<file path="config.mk">
export PLATFORM = sky130hd
export DESIGN_NAME = encoder_sample_sched
export DESIGN_NICKNAME = d
export VERILOG_FILES = /design/src/rtl/encoder_sample_sched.sv
export SDC_FILE = /design/constraint.sdc
export NUM_CORES = 1
export LEC_CHECK = 0
export ABC_AREA = 1
export BUFFER_PORTS_ARGS = -buffer_cell sky130_fd_sc_hd__buf_2
export CAP_MARGIN = 15
export CORE_MARGIN = 2
export CORE_UTILIZATION = 41
export CTS_CLUSTER_DIAMETER = 150
export DETAILED_ROUTE_END_ITERATION = 12
export PLACE_DENSITY = 0.65
export SYNTH_ARGS = -nofsm -noshare
export SYNTH_HDL_FRONTEND = slang
export SYNTH_SLANG_ARGS = --single-unit
export TNS_END_PERCENT = 5
</file>
<file path="constraint.sdc">
create_clock -name clk -period 9.9 [get_ports clk]
set_input_delay 0 -clock clk [delete_from_list [all_inputs] [get_ports clk]]
set_output_delay 0 -clock clk [all_outputs]
set_load 0.01 [all_outputs]
</file>
<file path="src/rtl/encoder_sample_sched.sv">
// encoder_sample_sched: windowed round-robin capture of biased encoder counts into speed and position
module encoder_sample_sched #(
    parameter int N_CH     = 2,
    parameter int PERIOD   = 100000,
    parameter int CW       = 32,
    parameter int CNT_BIAS = 4192,
    localparam int RW = (N_CH > 1) ? $clog2(N_CH) : 1,
    localparam int TW = $clog2(PERIOD)
) (
    input  logic               clk,
    input  logic               reset,
    input  logic               enable,
    input  logic [N_CH*CW-1:0] enc_cnt,
    output logic [N_CH-1:0]    enc_clr,
    output logic               sample_valid,
    input  logic               pos_clr,
    input  logic               rd_req,
    input  logic [RW-1:0]      rd_ch,
    output logic               rd_ack,
    output logic [CW-1:0]      rd_speed,
    output logic [CW-1:0]      rd_pos
);
    typedef enum logic [1:0] {IDLE, CAPTURE, DONE} state_t;
    state_t        state;
    logic [TW-1:0] tcnt;
    logic [RW-1:0] idx;
    logic [CW-1:0] speed [N_CH];
    logic [CW-1:0] pos [N_CH];
    logic [CW-1:0] delta;
    logic          accept;
    logic          rd_ok;
    assign delta  = enc_cnt[idx*CW +: CW] - CW'(CNT_BIAS);
    assign accept = (state != CAPTURE) && rd_req && !rd_ack;
    assign rd_ok  = int'(rd_ch) < N_CH;
    // Clear strobe for the channel being captured; suppressed while reset is asserted
    always_comb enc_clr = (state == CAPTURE && !reset) ? N_CH'(1) << idx : '0;
    // Window timer and capture sequencer; timer parks at 0 once idle with enable low
    always_ff @(posedge clk) begin
        if (reset) begin
            tcnt         <= '0;
            state        <= IDLE;
            idx          <= '0;
            sample_valid <= 1'b0;
        end else begin
            tcnt         <= (!enable && state != CAPTURE) ? '0 : (tcnt == TW'(PERIOD - 1)) ? '0 : tcnt + 1'b1;
            sample_valid <= 1'b0;
            case (state)
                IDLE: if (tcnt == TW'(PERIOD - 1)) begin
                    state <= CAPTURE;
                    idx   <= '0;
                end
                CAPTURE: if (idx == RW'(N_CH - 1)) begin
                    state        <= DONE;
                    sample_valid <= 1'b1;
                end else begin
                    idx <= idx + 1'b1;
                end
                default: state <= IDLE;
            endcase
        end
    end
    // Per-channel speed/position update and host read port
    always_ff @(posedge clk) begin
        if (reset) begin
            for (int i = 0; i < N_CH; i++) begin
                speed[i] <= '0;
                pos[i]   <= '0;
            end
            rd_ack   <= 1'b0;
            rd_speed <= '0;
            rd_pos   <= '0;
        end else begin
            for (int i = 0; i < N_CH; i++)
                if (pos_clr) pos[i] <= '0;
            if (state == CAPTURE) begin
                speed[idx] <= delta;
                pos[idx]   <= (pos_clr ? '0 : pos[idx]) + delta;
            end
            rd_ack <= accept;
            if (accept) begin
                rd_speed <= rd_ok ? speed[rd_ch] : '0;
                rd_pos   <= (rd_ok && !pos_clr) ? pos[rd_ch] : '0;
            end
        end
    end
endmodule

</file>
==> results of run 1 <==
cells in the final DEF (no fill, tap or decap), drive strengths merged:
| master | Yosys | routed |
|---|---|---|
| o21ai | 125 | 125 |
| nand2 | 318 | 318 |
| nor4 | 6 | 6 |
| edfxtp | 128 | 128 |
| xor2 | 24 | 24 |
| xnor2 | 19 | 19 |
| buf | 13 | 150 |
| nand4 | 9 | 9 |
| a21oi | 178 | 178 |
| inv | 203 | 204 |
| fa | 1 | 1 |
| nand3 | 48 | 48 |
| nor2 | 247 | 247 |
| dfxtp | 87 | 87 |
| mux2 | 2 | 2 |
| a21o | 4 | 4 |
| bufinv | 0 | 3 |
| o22ai | 1 | 1 |
| nand3b | 3 | 3 |
| nor4b | 1 | 1 |
| clkbuf | 52 | 35 |
| or2 | 2 | 2 |
| dlygate4sd3 | 0 | 10 |
| clkinv | 2 | 6 |
| nor3b | 2 | 2 |
| clkinvlp | 0 | 1 |
| a41oi | 1 | 1 |
| nor3 | 26 | 26 |
| o21a | 10 | 10 |
| ha | 33 | 33 |
sequential cells by signal (all words and copies together) (netlist names), named ones only:
signal and count:
idx 1, pos 64, tcnt 17, rd_speed 32, speed 64, sample_valid 1, state 2, rd_pos 32
rd_ack 1
cell families after synthesis:
group / Yosys count
AND/OR/NAND/NOR: 662
AO/OA/AOI/OAI: 319
buffers and inverters: 270
flip-flops: 215
adder cells (fa/ha/maj): 34
XOR/XNOR: 43
multiplexers: 2
layer usage:
layer,vias up,global-route usage [%],wire [microns]
met5,-,0,0
met4,0,6.62,1000
met3,56,2.19,1550
met2,260,36.9,15900
met1,4859,30.0,15400
li1,5278,-,-
critical path: cells and delay by family (launching register included):
kind	cells	cell delay (ns)
AOI/OAI and AO/OA	1	0.24
xor gates and xnor gates	1	0.36
adders and majority gates	2	0.59
buffers and inverters	4	0.41
DFF	1	0.63
and+or+nand+nor	14	1.81
path summary, 6_finish.rpt:
kind | start | end | slack, ns | depth (start not counted)
setup / recovery | idx | pos[1][24] | 5.56 | 22
hold / removal | enc_cnt[0] | speed[1][0] | 0.01 | 4
setup reg to reg | idx | pos[1][24] | 5.56 | 22
hold reg to reg | tcnt[0] | tcnt[0] | 0.45 | 1
area by class of cell:
cell class / count / area, sq um / share of cell area [%]
tap: 384 / 480 / 3.47
sequential: 215 / 5590 / 40.4
timing repair buffer: 160 / 886 / 6.40
clock buffer: 35 / 714 / 5.16
clock inverter: 9 / 135 / 0.977
inverter: 205 / 774 / 5.60
multi-input combinational: 1060 / 5260 / 38.0
stage by stage:
step / area, sq um / hold slack (ns) / setup slack [ns]
after detailed placement: 12900 / 0.343 / 5.58
after global placement: 12900 / 0.340 / 5.61
after CTS: 13800 / 0.000468 / 5.57
after global routing: 13800 / 0.0312 / 5.11
final: 13800 / 0.0110 / 5.56
after floorplan: 11900 / 0.208 / 6.50
power breakdown:
part           internal, W  total, W  switching [W]
registers         0.000979  0.000991      0.0000128
clock network     0.000580  0.000952       0.000372
logic            0.0000854  0.000267       0.000182
==> results.md, run 1 <==
| Quantity | Reported |
|---|---|
| Result of the run | finished clean |
| Worst max-slew margin expressed relative to the limit | 43.2% |
| Number of cells in the finished layout apart from fillers | 2,068 |
| Clock Tree Root | sky130_fd_sc_hd__clkbuf_16 |
| Most common cell in the netlist | sky130_fd_sc_hd__nand2_1 |
| Core utilization of the finished layout | 48.3% |
| Largest family of logic cells by synthesized area | simple AND/OR/NAND/NOR gates |
| Critical Path Start Type | flip-flop |
| Post-CTS Setup Repair Bufs | 0 |
| Endpoint kind of the worst setup timing path | flip-flop |
| Gate count after technology mapping | 1,545 |
| Max Cap Violations | 0 |
| Number of iterations in the first detailed-routing pass | 5 |
| Filler cells | 2,831 |
| Worst endpoint required time | 10.15 ns |
| Number of remaining DRC errors | 0 |
| Main flop type after synthesis | sky130_fd_sc_hd__edfxtp_1 |
| Via count of the first global-routing pass | 10,000 |
| ANT nets after route | 0 |
| CTS clock-pin slew for the worst setup and hold paths | 0.06 ns |
| Final Cycle Share | 43.8% |
| Share of the synthesized area in compound gates (AO/OA/AOI/OAI) | 13.9% |
| Gr usage total | 22.0% |
| Maximum root-to-sink buffer count | 3 |
| Wire length reported by the detailed router | 33,800 microns |
| TritonCTS buffer count | 24 |
| Worst Setup Path Type | reg -> reg |
| Final Max Slew Viols | 0 |
| Level count of the clock H-tree | 1 |
| Number of buffers added on ports | 137 |
| Post-synthesis instance area | 0.0119 sq mm |
| FMAX | 231 MHz |
| IR drop worst, VDD | 105 uV |
| Critical-path cell list | inv_6 -> nand2_1 -> nand2_1 -> ha_1 -> inv_1 -> nand3_1 -> nor2_2 -> nand3_1 -> nand2_1 -> nand3_1 -> xor2_1 -> inv_1 -> ha_1 -> nand2_1 -> nor2_1 -> inv_1 -> nor3_1 -> o21ai_0 -> nand3_1 -> nand2_1 -> nand2_1 -> nor2_1 |
| Setup violations, final | 0 |
| Chip Height | 174 microns |
| Antenna diodes | 0 |
| Power after layout | 0.00221 W |
| Number of unique standard cell types used by synthesis | 42 |
| TritonCTS clock tree | built |
| Yosys warnings | 0 |
| Clock insertion delay at the later pin of the skew report | 0.54 ns |
| Placeable core area | 0.0286 sq mm |
| Count of vias placed by the detailed router | 10,500 |
| Post-synthesis mux area share | 0.189% |
| Accumulated negative setup slack | 0 ns |
| Total Die Area | 0.0304 sq mm |
| Power Density | 160 mW/mm^2 |
| Synthesized netlist net count | 1,649 |
| Arrival time at the worst endpoint | 4.59 ns |
| Leakage power of the design | 6.07 nW |
| Simple-gate share of the synthesized area | 23.2% |
| Area growth from synthesis to layout | 16.2% |
| Path category of the worst min-delay check | in -> reg |
| Post-synthesis sequential element count | 215 |
| Min Tclk post-route | 4.34 ns |
| Synth top area share | 32.3% |
| Count of standard-cell rows | 62 |
| Sequential share of the synthesized area | 46.9% |
| Final hold viol count | 0 |
| Ranking of synthesized cells by instance count | sky130_fd_sc_hd__nand2_1 (303), sky130_fd_sc_hd__nor2_1 (237), sky130_fd_sc_hd__inv_1 (201) |
| Count of flip-flops with a built-in enable after synthesis | 128 |
| Async SR Flop Fraction | 0% |
| Total clock sinks | 215 |
| Routed via count divided by cell count | 5.05 |
| Final Net Count | 1,770 |
| Biggest fanout along the worst timing path | 24 |
| Slowest stage cell, crit path | sky130_fd_sc_hd__dfxtp_2 |
| First-pass GRT wire length | 52,800 microns |
| Die X-Extent | 174 microns |
| Average wire length per cell after detail routing | 16.3 microns |
| Pin count of the biggest net entering global routing | 85 |
| Initial antenna violation count | 1 |
| Post_cts resized | 0 |
| Cts-stage hold buffer count | 10 |
| Boundary pin count | 138 |
| Unrepaired setup endpoints after global routing | no |
| Top area cells in the synthesized netlist | sky130_fd_sc_hd__edfxtp_1 (32%), sky130_fd_sc_hd__dfxtp_1 (15%), sky130_fd_sc_hd__nand2_1 (9.6%) |
| Final HPWL DP | 24,800 microns |
| Cell type contributing the most total cell area after synthesis | sky130_fd_sc_hd__edfxtp_1 |
| Weighted congestion reported at the end of routability-driven placement | 0.917 |
| Post-synthesis share of cell area spent on xor and xnor gates | 3.23% |
| Adder-cell area share of the yosys netlist | 3.64% |
| # placed instances | 2,014 |
| Global route total overflow | 0 |
| Delay of the slowest cell on the worst path | 0.63 ns |
| First-iteration detailed-routing DRC count | 810 |
| Fraction of final layout cells with drive strength greater than 1 | 13.7% |
| Avg Inst Size Synth | 7.71 sq um |
| Worst-Margin Slew | 0.852 ns |
| Starting utilization of the core area | 41.6% |
| Most used cell, CP | sky130_fd_sc_hd__nand2_1 |
| Setup Skew | 0.0181 ns |
Note: power is estimated with default switching activity, not from simulation.
==> run 2: changes to the inputs <==
- clock period: 9.9 -> 4.2 ns (I/O delays scaled with it)
==> run 2 against run 1 <==
  * Flip-flop and latch count is the same
  * Maximum frequency grew 12%
  * Via count grew 0.75%
  * Cell count grew 1.4%
  * Worst hold slack gained 0.028 ns
  * Utilization grew 0.80 points
  * Register-to-register slack lost 5.2 ns
  * Non-clock buffer count grew 26
  * Sequential share of layout area shrank 0.65 points
  * Total power grew 140%
==> results.md, run 2 (synthesis results as in run 1) <==
| Quantity | Reported | Change |
|---|---|---|
| ANT nets after route | 0 | unchanged |
| Area growth from synthesis to layout | 18.1% |  |
| FMAX | 258 MHz | +12% |
| NetSw | 0.00136 W | +140% |
| Unrepaired setup endpoints after global routing | yes |  |
| First-iteration detailed-routing DRC count | 792 | -2.2% |
| Min Tclk post-route | 3.87 ns | -0.463 ns |
| Final Net Count | 1,797 | +1.5% |
| Worst endpoint required time | 4.45 ns | -5.70 ns |
| Level count of the clock H-tree | 1 | unchanged |
| First-pass GRT wire length | 53,300 microns | +0.91% |
| Via count of the first global-routing pass | 10,000 | -0.43% |
| Max Cap Violations | 0 | unchanged |
| Count of standard-cell rows | 62 | unchanged |
| Filler cells | 2,829 | -0.071% |
| CTS clock-pin slew for the worst setup and hold paths | 0.06 ns | about the same |
| Routed via count divided by cell count | 5.02 | -0.60% |
| Die X-Extent | 174 microns | unchanged |
| Cell internal power dissipation | 0.00388 W | +140% |
| Biggest fanout along the worst timing path | 22 | -8.3% |
| Chip Height | 174 microns | unchanged |
| Starting utilization of the core area | 41.6% | unchanged |
| Gr usage total | 22.1% | +0.15 points |
| Final Cycle Share | 92.2% | +48 points |
| Initial antenna violation count | 0 | -1 |
| Worst setup margin | 0.327 ns | -5.24 ns |
| Pin count of the biggest net entering global routing | 100 | +18% |
| Clock share of power | 42.8% | -0.3 points |
| Boundary pin count | 138 | unchanged |
| Endpoint kind of the worst setup timing path | flip-flop |  |
| Critical Path Start Type | flip-flop |  |
| Post-route worst hold slack | 0.0390 ns | +0.0280 ns |
| Critical-path cell list | inv_6 -> buf_4 -> nand2_1 -> nand2_1 -> nand2_2 -> nor3_1 -> nand3_2 -> nor2_4 -> xor2_2 -> inv_1 -> ha_1 -> a21oi_1 -> o21a_1 -> o21ai_0 -> a21oi_1 -> xor2_1 -> buf_4 -> nor2_1 |  |
| Share of total power in combinational logic | 12.6% | +0.5 points |
| Path category of the worst min-delay check | in -> reg |  |
| Setup violations, final | 0 | unchanged |
| Highest-count cells in the layout ignoring fill and taps | sky130_fd_sc_hd__nand2_1 (303), sky130_fd_sc_hd__nor2_1 (236), sky130_fd_sc_hd__inv_1 (200), sky130_fd_sc_hd__a21oi_1 (177), sky130_fd_sc_hd__buf_2 (136) |  |
| Switching share of power | 25.9% | +0.28 points |
| Worst Setup Path Type | reg -> reg |  |
| Wire length reported by the detailed router | 33,700 microns | -0.31% |
| Power Density | 372 mW/mm^2 | +130% |
| Average wire length per cell after detail routing | 16.1 microns | -1.6% |
| Arrival time at the worst endpoint | 4.12 ns | -0.47 ns |
| Final Max Slew Viols | 0 | unchanged |
| Accumulated negative setup slack | 0 ns | unchanged |
| Setup Skew | 0.0180 ns | -0.0000522 ns |
| Sequential power share | 44.6% | -0.3 points |
| Number of iterations in the first detailed-routing pass | 5 | unchanged |
| Weighted congestion reported at the end of routability-driven placement | 0.907 | -1.1% |
| Count of vias placed by the detailed router | 10,500 | +0.75% |
| Biggest registers after layout | pos x64, speed x64 |  |
| Final HPWL DP | 24,900 microns | +0.37% |
| Number of cells in the finished layout apart from fillers | 2,096 | +1.4% |
| Worst slack after detailed placement | 0.247 ns | -5.33 ns |
| # placed instances | 2,036 | +1.1% |
| Global route total overflow | 0 | unchanged |
| Placeable core area | 0.0286 sq mm | unchanged |
| Slowest stage cell, crit path | sky130_fd_sc_hd__dfxtp_2 |  |
| Antenna diodes | 0 | unchanged |
| Result of the run | finished clean |  |
| Number of buffers added on ports | 137 | unchanged |
| Clock Tree Root | sky130_fd_sc_hd__clkbuf_16 |  |
| Number of remaining DRC errors | 0 | unchanged |
| Clock insertion delay at the later pin of the skew report | 0.54 ns | about the same |
| Final hold viol count | 0 | unchanged |
| Most common library cell in the layout ignoring fill and taps | sky130_fd_sc_hd__nand2_1 |  |
| Total clock sinks | 215 | unchanged |
| Delay of the slowest cell on the worst path | 0.39 ns | -0.24 ns |
| TritonCTS clock tree | built |  |
| Leakage power of the design | 6.21 nW | +2.3% |
| Worst max-slew margin expressed relative to the limit | 35.1% | -8.1 points |
| Fraction of final layout cells with drive strength greater than 1 | 15.1% | +1.5 points |
| Total Die Area | 0.0304 sq mm | unchanged |
| Worst-Margin Slew | 0.973 ns | +0.121 ns |
| IR drop worst, VDD | 319 uV | +200% |
| TritonCTS buffer count | 25 | +4.2% |
| Maximum root-to-sink buffer count | 3 | unchanged |
run 2: cell types whose count changed in the layout (fill, tap and decap cells not counted), sizes merged:
cell / delta
dlygate4sd3: +1
clkinv: +1
buf: +25
clkbuf: +1
run 2: what timing repair did:
action                                  4_1_cts  5_1_grt
hold endpoints to repair                     40        0
gates resized for setup                       0        3
endpoints found under the setup margin        0       12
buffers inserted                              0        3
hold buffers                                 11        0
run 2: worst max-delay path: cells and delay by family (launching register included):
family	cells	cell delay [ns]
AOI/OAI and AO/OA	4	0.83
buffers and inverters	4	0.55
xor gates and xnor gates	2	0.47
DFF	1	0.39
and+or+nand+nor	7	0.92
adders and majority gates	1	0.38
run 2: stage by stage:
step                area [sq um]  util (%)  power [W]
finish                     14100      49.1    0.00523
global route               14100      49.1    0.00544
CTS                        14000      49.0    0.00527
detailed placement         13100      45.6    0.00302
global placement           13100      45.6    0.00302
floorplan                  11900         -    0.00278
run 2: area by class of cell:
| type | count | area [sq um] | area share, % |
|---|---|---|---|
| Sequential cell | 215 | 5590 | 39.7 |
| Multi-Input combinational cell | 1060 | 5280 | 37.5 |
| Timing Repair Buffer | 186 | 1100 | 7.79 |
| Inverter | 205 | 774 | 5.51 |
| Clock buffer | 36 | 698 | 4.96 |
| Tap cell | 384 | 480 | 3.42 |
| Clock inverter | 10 | 150 | 1.07 |
run 2: worst paths after layout:
check                                 from           to  slack, ns  cells after the start
worst max-delay path                   idx   pos[1][23]       0.33                     18
worst min-delay path            enc_cnt[5]  speed[0][5]       0.04                      5
worst max register to register         idx   pos[1][23]       0.33                     18
worst min register to register     tcnt[0]      tcnt[0]       0.46                      1
run 2: per-layer routing:
metal | share of wire, % | global-route usage [%] | vias up
met5 | 0 | 0 | -
met4 | 2.2 | 4.97 | 0
met3 | 5.6 | 3.57 | 51
met2 | 47 | 37.3 | 287
met1 | 45 | 29.9 | 4874
li1 | - | - | 5319
run 2: power by group through the flow:
stage                     Clock [W]  Combinational (W)  Sequential, W
after floorplan                   0           0.000386        0.00239
after global placement            0           0.000642        0.00238
after detailed placement          0           0.000643        0.00238
after CTS                   0.00228           0.000655        0.00234
after global routing        0.00237           0.000733        0.00234
final                       0.00224           0.000657        0.00234
==> run 3: changes to the inputs <==
- CTS_BUF_LIST: default -> sky130_fd_sc_hd__clkbuf_4 sky130_fd_sc_hd__clkbuf_8 sky130_fd_sc_hd__clkbuf_16
==> run 3 against run 2 <==
  * Global-route usage stayed put
  * Combinational power hardly changed
  * Utilization is 0.10 points higher
  * Flip-flop and latch count stayed put
  * Critical path type unchanged
  * Highest routed layer unchanged
==> results.md, run 3 (synthesis results as in run 1) <==
| Quantity | Reported | Change |
|---|---|---|
| Setup Skew | 0.0157 ns | -0.00236 ns |
| Gr usage total | 22.1% | unchanged |
| Post-route worst hold slack | 0.0339 ns | -0.00515 ns |
| Sequential power share | 44.3% | -0.3 points |
| Number of remaining DRC errors | 0 | unchanged |
| Switching share of power | 25.6% | -0.29 points |
| Setup violations, final | 0 | unchanged |
| Critical Path Start Type | flip-flop |  |
| Average wire length per cell after detail routing | 16.1 microns | about the same |
| Result of the run | finished clean |  |
| Post-placement cell area | 0.0131 sq mm | unchanged |
| Unrepaired setup endpoints after global routing | yes |  |
| Core utilization of the finished layout | 49.2% | +0.10 points |
| Global route total overflow | 0 | unchanged |
| Path category of the worst min-delay check | in -> reg |  |
| CTS clock-pin slew for the worst setup and hold paths | 0.06 ns | about the same |
| Power Density | 375 mW/mm^2 | +0.67% |
| Antenna diodes | 0 | unchanged |
| Boundary pin count | 138 | unchanged |
| NetSw | 0.00135 W | -0.27% |
| Highest-count cells in the layout ignoring fill and taps | sky130_fd_sc_hd__nand2_1 (303), sky130_fd_sc_hd__nor2_1 (236), sky130_fd_sc_hd__inv_1 (200), sky130_fd_sc_hd__a21oi_1 (177), sky130_fd_sc_hd__buf_2 (136) |  |
| Via count of the first global-routing pass | 10,000 | unchanged |
| Starting utilization of the core area | 41.6% | unchanged |
| Biggest registers after layout | pos x64, speed x64 |  |
| Final hold viol count | 0 | unchanged |
| Min Tclk post-route | 3.84 ns | -0.0342 ns |
| Worst Setup Path Type | reg -> reg |  |
| Capture point of the critical path | pos[1][23] |  |
| Reg-to-reg critical path startpoint | idx |  |
| TritonCTS buffer count | 25 | unchanged |
| Post-route cell area | 0.0141 sq mm | +0.20% |
| Level count of the clock H-tree | 1 | unchanged |
| Final Max Slew Viols | 0 | unchanged |
| Final HPWL DP | 24,900 microns | unchanged |
| Reg2reg setup slack | 0.36 ns | +0.03 ns |
| Placeable core area | 0.0286 sq mm | unchanged |
| Share of total power in combinational logic | 12.5% | about the same |
| Number of iterations in the first detailed-routing pass | 5 | unchanged |
| Count of vias placed by the detailed router | 10,500 | +0.057% |
| Number of buffers added on ports | 137 | unchanged |
| IR drop worst, VDD | 317 uV | -0.60% |
| First-iteration detailed-routing DRC count | 852 | +7.6% |
| ANT nets after route | 0 | unchanged |
| Power after layout | 0.00528 W | +0.87% |
| Worst-Margin Slew | 0.968 ns | -0.00477 ns |
| Pin count of the biggest net entering global routing | 100 | unchanged |
| Area growth from synthesis to layout | 18.3% |  |
| Cell internal power dissipation | 0.00393 W | +1.3% |
| Routed via count divided by cell count | 5.03 | about the same |
| Clock Tree Root | sky130_fd_sc_hd__clkbuf_16 |  |
| Path depth of the worst reg2reg path | 19 | +1 |
| Most common library cell in the layout ignoring fill and taps | sky130_fd_sc_hd__nand2_1 |  |
| Leakage power of the design | 6.23 nW | +0.39% |
| Total clock sinks | 215 | unchanged |
| Clock share of power | 43.3% | +0.5 points |
| Maximum root-to-sink buffer count | 3 | unchanged |
| Chip Height | 174 microns | unchanged |
| Critical Path Source | idx |  |
| Weighted congestion reported at the end of routability-driven placement | 0.907 | unchanged |
| Total Die Area | 0.0304 sq mm | unchanged |
| FMAX | 260 MHz | +0.89% |
| Arrival time at the worst endpoint | 4.09 ns | -0.03 ns |
| Max Cap Violations | 0 | unchanged |
| Fraction of final layout cells with drive strength greater than 1 | 15.5% | +0.41 points |
| Worst max-slew margin expressed relative to the limit | 35.4% | +0.32 points |
| Final Net Count | 1,797 | unchanged |
| Biggest fanout along the worst timing path | 22 | unchanged |
| First-pass GRT wire length | 53,300 microns | about the same |
| FF-to-FF End | pos[1][23] |  |
| Die X-Extent | 174 microns | unchanged |
| TritonCTS clock tree | built |  |
| Final Cycle Share | 91.4% | -0.82 points |
| Worst endpoint required time | 4.45 ns | about the same |
| Clock insertion delay at the later pin of the skew report | 0.54 ns | about the same |
| Count of standard-cell rows | 62 | unchanged |
| Initial antenna violation count | 0 | unchanged |
| Wire length reported by the detailed router | 33,700 microns | about the same |
| Endpoint kind of the worst setup timing path | flip-flop |  |
-- run 3: area by class of cell --
cell class	instances	area (sq um)
clock inverters	10	150
multi-input cells	1060	5280
inverters	205	774
fillers	2830	14500
flip-flops and latches	215	5590
well taps	384	480
clock buffers	36	727
repair buffers	186	1100
-- run 3: power by group through the flow --
stage / Sequential [W] / Combinational (W) / Clock (W)
after global routing: 0.00234 / 0.000733 / 0.00242
after CTS: 0.00234 / 0.000655 / 0.00233
after global placement: 0.00238 / 0.000642 / 0
after detailed placement: 0.00238 / 0.000643 / 0
final: 0.00234 / 0.000657 / 0.00229
after floorplan: 0.00239 / 0.000386 / 0
-- run 3: worst max-delay path: stages (launching register included) --
cell                       delay, ns
sky130_fd_sc_hd__dfxtp_2        0.48
sky130_fd_sc_hd__inv_6          0.04
sky130_fd_sc_hd__buf_4          0.22
sky130_fd_sc_hd__nand2_1        0.12
sky130_fd_sc_hd__nand2_1        0.11
sky130_fd_sc_hd__nor3_2         0.15
sky130_fd_sc_hd__nand3b_1       0.14
sky130_fd_sc_hd__nand2_1        0.10
sky130_fd_sc_hd__nand2_2        0.08
sky130_fd_sc_hd__nor2_4         0.16
sky130_fd_sc_hd__xor2_1         0.29
sky130_fd_sc_hd__inv_1          0.11
sky130_fd_sc_hd__ha_1           0.36
sky130_fd_sc_hd__a21oi_1        0.24
sky130_fd_sc_hd__o21a_1         0.19
sky130_fd_sc_hd__o21ai_0        0.13
sky130_fd_sc_hd__a21oi_1        0.27
sky130_fd_sc_hd__xor2_1         0.18
sky130_fd_sc_hd__buf_4          0.14
sky130_fd_sc_hd__nor2_1         0.04
-- run 3: how the worst min path moves through the flow --
stage / startpoint / to / depth (start not counted)
2_1_floorplan: enc_cnt[34] / speed[1][2] / 2
3_3_place_gp: enc_cnt[35] / speed[1][3] / 3
3_5_place_dp: enc_cnt[35] / speed[1][3] / 3
4_1_cts: enc_cnt[5] / speed[0][5] / 5
5_1_grt: enc_cnt[5] / speed[0][5] / 5
6_report: enc_cnt[5] / speed[0][5] / 5
-- run 3: repair_timing --
action | CTS | global route
buffers inserted | 0 | 3
hold endpoints to repair | 40 | 0
hold buffers | 11 | 0
resized for setup | 0 | 3
setup endpoints to repair | 0 | 12
-- run 3: metrics by stage --
stage               setup TNS, ns  cells  setup WS, ns
floorplan                       0   1545         0.801
global placement                0   2036         0.275
detailed placement              0   2036         0.247
CTS                             0   2093         0.228
global route              -0.0897   2096       -0.0342
finish                          0   2096         0.361
-- run 3: layer usage --
layer  track usage, %  up-vias  routed length [microns]
met5                0        -                        0
met4             4.87        0                      676
met3             3.57       41                     2000
met2             37.3      293                    16000
met1             29.9     4883                    15000
li1                 -     5320                        -
